File: config.mk
export PLATFORM = sky130hd
export DESIGN_NAME = ram512_arbiter
export DESIGN_NICKNAME = d
export VERILOG_FILES = /design/src/rtl/ram512_arbiter.sv
export SDC_FILE = /design/constraint.sdc
export NUM_CORES = 1
export LEC_CHECK = 0
export CELL_PAD_IN_SITES_DETAIL_PLACEMENT = 2
export CELL_PAD_IN_SITES_GLOBAL_PLACEMENT = 2
export CORE_MARGIN = 4
export CORE_UTILIZATION = 24
export DETAILED_ROUTE_END_ITERATION = 6
export GPL_ROUTABILITY_DRIVEN = 1
export PLACE_DENSITY_LB_ADDON = 0.08
export SETUP_SLACK_MARGIN = 0.3
export SKIP_LAST_GASP = 1
export SYNTH_ARGS = -nofsm -noshare
export SYNTH_HDL_FRONTEND = slang
export SYNTH_SLANG_ARGS = --single-unit
File: constraint.sdc
create_clock -name clk -period 1.5 [get_ports clk]
set_input_delay 0.3 -clock clk [delete_from_list [all_inputs] [get_ports clk]]
set_output_delay 0.3 -clock clk [all_outputs]
set_load 0.02 [all_outputs]
File: src/rtl/ram512_arbiter.sv
// rtl/ram512_arbiter.sv - two-requester round-robin arbiter in front of a 512x16 single-port RAM
module ram512_arbiter #(
   localparam int WIDTH = 16,
   localparam int AW    = 9
) (
   input  logic             clk,
   input  logic             rst_n,
   input  logic             a_req,
   input  logic             a_we,
   input  logic [AW-1:0]    a_addr,
   input  logic [WIDTH-1:0] a_wdata,
   output logic             a_ack,
   output logic             a_done,
   output logic [WIDTH-1:0] a_rdata,
   input  logic             b_req,
   input  logic             b_we,
   input  logic [AW-1:0]    b_addr,
   input  logic [WIDTH-1:0] b_wdata,
   output logic             b_ack,
   output logic             b_done,
   output logic [WIDTH-1:0] b_rdata,
   output logic             ram_load,
   output logic [AW-1:0]    ram_address,
   output logic [WIDTH-1:0] ram_in,
   input  logic [WIDTH-1:0] ram_out
);

   typedef enum logic {IDLE = 1'b0, ACCESS = 1'b1} state_t;

   state_t state, state_nxt;
   logic   rr_ptr;   // 0 favours A, 1 favours B on a tie
   logic   owner;    // 0 = A owns the access in flight, 1 = B
   logic   grant_a, grant_b;

   always_ff @(posedge clk or negedge rst_n) begin
      if (!rst_n) state <= IDLE;
      else        state <= state_nxt;
   end

   always_comb begin
      state_nxt = state;
      case (state)
         IDLE:    if (a_req || b_req) state_nxt = ACCESS;
         ACCESS:  state_nxt = IDLE;
         default: state_nxt = IDLE;
      endcase
   end

   // Acks are gated by rst_n so they read 0 for the whole reset pulse.
   always_comb begin
      grant_a = 1'b0;
      grant_b = 1'b0;
      if (state == IDLE && rst_n) begin
         if (a_req && (!b_req || !rr_ptr)) grant_a = 1'b1;
         else if (b_req)                   grant_b = 1'b1;
      end
      a_ack = grant_a;
      b_ack = grant_b;
   end

   always_ff @(posedge clk or negedge rst_n) begin
      if (!rst_n) begin
         rr_ptr      <= 1'b0;
         owner       <= 1'b0;
         ram_load    <= 1'b0;
         ram_address <= '0;
         ram_in      <= '0;
         a_rdata     <= '0;
         b_rdata     <= '0;
         a_done      <= 1'b0;
         b_done      <= 1'b0;
      end else begin
         a_done <= 1'b0;
         b_done <= 1'b0;
         if (state == IDLE) begin
            if (grant_a) begin
               ram_load    <= a_we;
               ram_address <= a_addr;
               ram_in      <= a_wdata;
               owner       <= 1'b0;
               rr_ptr      <= 1'b1;
            end else if (grant_b) begin
               ram_load    <= b_we;
               ram_address <= b_addr;
               ram_in      <= b_wdata;
               owner       <= 1'b1;
               rr_ptr      <= 1'b0;
            end
         end else begin
            // ACCESS-ending edge: RAM commits any write, reads are sampled here.
            ram_load <= 1'b0;
            if (!owner) begin
               a_done <= 1'b1;
               if (!ram_load) a_rdata <= ram_out;
            end else begin
               b_done <= 1'b1;
               if (!ram_load) b_rdata <= ram_out;
            end
         end
      end
   end

endmodule
# ---- Word-level counts from Yosys, hierarchy flattened
# Index checks and enable logic that the tools add are counted.
dict set report op_classes {
  reduce_logical 11
  order_cmp 0
  div_mod_pow 0
  add_sub_neg 0
  n_bitwise 3
  n_mul 0
  shifts 0
  n_mux 22
  n_eq_ne 0
}
# op n
set op_table {}
lappend op_table {{16-bit two-way mux} 2}
lappend op_table {{9-bit two-way mux} 2}
lappend op_table {{1-bit two-way mux} 17}
lappend op_table {{3-bit AND reduction} 2}
lappend op_table {{1-bit inverter} 3}
lappend op_table {{3-bit nonzero test} 1}
lappend op_table {{1-bit logical AND} 2}
lappend op_table {{1-bit zero test} 2}
lappend op_table {{1-bit logical OR} 2}
lappend op_table {{1-bit case mux with 2 select lines} 1}
lappend op_table {{2-bit AND reduction} 1}
lappend op_table {{2-bit nonzero test} 1}
dict set report totals {
  output_inout_bits 62
  rom_bits 0
  mem_bits_rw 0
  mem_count 0
  input_bits 72
  word_cells 46
  latchBits 0
  ff_bits 63
}

# ---- Logic depth before layout (Yosys ltp)
dict set report depth {
  ltp_word 8
  depth_mapped 5
  mapped_depth_nobuf 3
}

# ---- Least setup slack after synthesis
# No wires, ideal clock.
dict set report synth_path {
  path_kind {flip-flop to output port}
  start {register rr_ptr}
  end {output port a_ack}
  arrival_ns 1.245
  stages_incl_launch_ff 5
  required_time_ns 1.200
  path_buffers 2
  slack_ns -0.045
  cell_sequence {dfrtp_1 -> a21bo_2 -> buf_4 -> buf_6 -> nor2_1}
}
dict set report synth_via {
  elab_chain_cells 5
}
# element line_no
set synth_lines {}
lappend synth_lines {{start, declared} 31} ;# logic rr_ptr;
lappend synth_lines {{start signal, assigned} 63} ;# rr_ptr <= 1'b0;
lappend synth_lines {{start signal, assigned} 81} ;# rr_ptr <= 1'b1;
lappend synth_lines {{start signal, assigned} 87} ;# rr_ptr <= 1'b0;
lappend synth_lines {{1-bit zero test} 54} ;# if (a_req && (!b_req || !rr_ptr)) grant_a = 1'b1;
lappend synth_lines {{1-bit logical OR} 54}
lappend synth_lines {{1-bit logical AND} 54}
lappend synth_lines {{1-bit two-way mux} 54}
lappend synth_lines {{1-bit two-way mux} 53} ;# if (state == IDLE && rst_n) begin
lappend synth_lines {{end, declared} 12} ;# output logic a_ack,
# Every way passes these cells.

# ---- Final worst setup path
dict set report layout_path {
  start {register state}
  end {register a_rdata[3]}
}
dict set report layout_via {
  elab_chain_cells 1
}
# element line_no
set layout_lines {}
lappend layout_lines {{start, declared} 30} ;# state_t state, state_nxt;
lappend layout_lines {{start signal, assigned} 37} ;# else state <= state_nxt;
lappend layout_lines {{3-bit AND reduction (no source line)} --}
lappend layout_lines {{end signal, assigned} 94} ;# if (!ram_load) a_rdata <= ram_out;
lappend layout_lines {{end, declared} 14} ;# output logic [WIDTH-1:0] a_rdata,
# Every way passes these cells.
# A chain may end at the register's enable or synchronous reset.

==> results.md <==
* Status: complete, but fails checks
* Failing checks: setup timing
* Sequential share of the synthesized area at 0.595
* Power per cell area at 1630 mW/mm2
* Min Tclk post-route at 1590 ps
* Vias in the first global route at between 2000 and 3000
* Simple-gate share of the synthesized area at 0.0312
* CTS Buf Count at 9
* Post-placement cell count at roughly 480
* Ys async rst share at 1.00
* Worst path most repeated cell: buf_6
* Post-route insts no fill at 522
* Ys Warns at 0
* CTS H-tree lvls at 3
* Setup WS pre-CTS at -585 ps
* DIE WIDTH at 113 um
* Area growth, synth to finish at 90.0%
* Cells after Synth at 203
* Final HPWL DP at 6.12 mm
* Top FF cell, synth: dfrtp_1
* Full die area at 0.0128 mm2
* Fillcell total at 1079
* Crit-path slowest cell: dfrtp_1
* First-pass GRT wire length at 15.0 mm
* Final worst setup slack at -87.5 ps
* Initial DRC Count at 33
* IO Port Bufs at 133
* Number of distinct library cells after synthesis at 21
* Final slew viol count at 0
* Multi-input logic area at 0.00119 mm2
* Hold Violations, Final at 0
* RePlAce Congestion at ~0.7
* Total Routing Usage GR at 0.152
* CP Class: reg -> reg
* Sequential cell area at 0.00158 mm2
* Hold crit path type: in -> async
* Initial antenna violation count at 0
* RSZ-0062 raised after global routing: yes
* Total power at between 8 and 9 mW
* Max Fanout on Critical Path at 6
* Clk_lat worst skew at 340 ps
* Chip height at 113 um
* Delay of the slowest critical-path stage at 420 ps
* Layout Nets at 449
* CP arrival at 1810 ps
* Drt pass-1 iters at 3
* Mux cell area share after synthesis at 0.234
* Critical Path Sink Type: flip-flop
* Syn_nets at 275
* Crit-path cells: buf_4, buf_6, nor3b_4, buf_6, buf_12, mux2_2
* Final core utilization at 0.464
* Fraction of layout cells with a size suffix above 1 at 0.495
* Startpoint Class: flip-flop
* Via density at 4.52
* Largest family of logic cells by synthesized area: multiplexers
* Core Rows at 38
* Synth Area in Compound Gates at 0.112
* Post-synth EDFFs at 0
* Clock sink total at 63
* GRT Residual Overflow at 0
* Post-Synth Adder-Cell Area at 0
* Ports at 134
* Worst Max-Slew Pin Slew at 563 ps
* Routed WL at 9.60 mm
* WHS at 107 ps
* Avg WL per Cell at between 15 and 20 um
* WP data required at roughly 1700 ps
* Final Skew at 11.0 ps
* Yosys reg bits at 63
* Most frequent cells in the layout: buf_6, clkdlybuf4s50_1, dfrtp_1
* Antenna Cells at 0
* Relative slew slack at 0.625
* Final setup vio count at 20
* Leakage Power at 2.29 nW
* DR DRC count at 0
* Mean Syn Cell Area at around 13 um2
* CTS clock-pin slew for the worst setup and hold paths at 80 ps
* Clock Path Buffers at 2
* Commonest non-fill, non-tap cell in the layout: buf_6
* FMAX at around 0.63 GHz
* Max-Cap Viols at 0
* Peak VDD IR at between 700 and 800 uV
* Synth Area in XOR/XNOR at 0
* Final worst path period share at 1.06
* Synthesized cell area at ~0.0027 mm2
* Routed Antenna Nets at 0
* Largest net degree at the start of global routing at 44
* Root Driver: clkbuf_8
* CTS tree: done
* Starting density of the core at 0.244
* Vias at between 2000 and 2500
* Total core area at 0.0108 mm2
-- worst max-delay path: cells and delay by family (launching register included) --
kind	cells	cell delay, ps
muxes	1	330
and+or+nand+nor	1	220
buffers and inverters	4	490
DFF	1	420
-- kinds of logic after synthesis --
family / Yosys count
simple gates: 12
flops: 63
compound gates: 58
buf+inv: 12
mux: 58
-- final timing paths --
check	from	end	slack, ps	cells after the start
min in group clk	rst_n	owner$_DFFE_PN0P_	430	4
hold / removal	rst_n	ram_in[2]$_DFFE_PN0P_	110	2
max in group asynchronous	rst_n	state$_DFF_PN0_	700	3
setup reg to reg	state$_DFF_PN0_	a_rdata[3]$_DFFE_PN0P_	-90	6
hold reg to reg	b_rdata[0]$_DFFE_PN0P_	b_rdata[0]$_DFFE_PN0P_	510	1
setup / recovery	state$_DFF_PN0_	a_rdata[3]$_DFFE_PN0P_	-90	6
-- registers in the layout, indices dropped and copies added, names as in the netlist --
name         count
a_rdata         16
rr_ptr           1
ram_in          16
a_done           1
owner            1
b_done           1
state            1
b_rdata         16
ram_address      9
ram_load         1
-- power breakdown --
part / switching [mW] / internal (mW) / leakage, nW
clock network: 0.747 / 0.770 / 0.0956
logic: 1.72 / 2.23 / 1.44
registers: 0.440 / 2.32 / 0.755
total: 2.91 / 5.32 / 2.29
-- cell usage after synthesis (2+ instances only) --
cell type	instances	area, um2
buf_6	3	33.8
o21ai_1	3	15.0
clkbuf_1	5	18.8
buf_2	2	10.0
nor2b_1	2	12.5
nor2_1	4	15.0
dfrtp_1	63	1580
a21oi_1	3	15.0
o21ai_0	50	250
mux2i_1	26	260
mux2_2	32	360
-- metrics by stage --
step           cell area [um2]  TNS (ps)
5_1_grt                   5030     -4280
6_report                  5030     -1290
4_1_cts                   4860      -682
2_1_floorplan             2680         0
3_5_place_dp              4280    -11590
3_3_place_gp              4280    -10680
-- timing repair --
item | in CTS | in global routing
endpoints found under the setup margin | 120 | 121
buffers inserted | 11 | 8
pin swaps | 26 | 3
gates resized for setup | 416 | 36
hold buffers | 1 | 0
cloned | 5 | 0
endpoints found under the hold margin | 16 | 0
-- area by class of cell --
cell class,count,share of cell area
Sequential cell,63,0.313
Multi-Input combinational cell,128,0.236
Clock inverter,7,0.0144
Inverter,1,0.000746
Timing Repair Buffer,174,0.376
Clock buffer,9,0.0246
Tap cell,140,0.0348
-- per-layer routing --
layer	routed length [um]	track usage	vias to the layer above
met5	0	0	-
met4	175	0.0529	0
met3	596	0.0417	13
met2	4890	0.266	86
met1	3940	0.180	1179
li1	-	-	1080
Note: power is estimated with default switching activity, not from simulation.
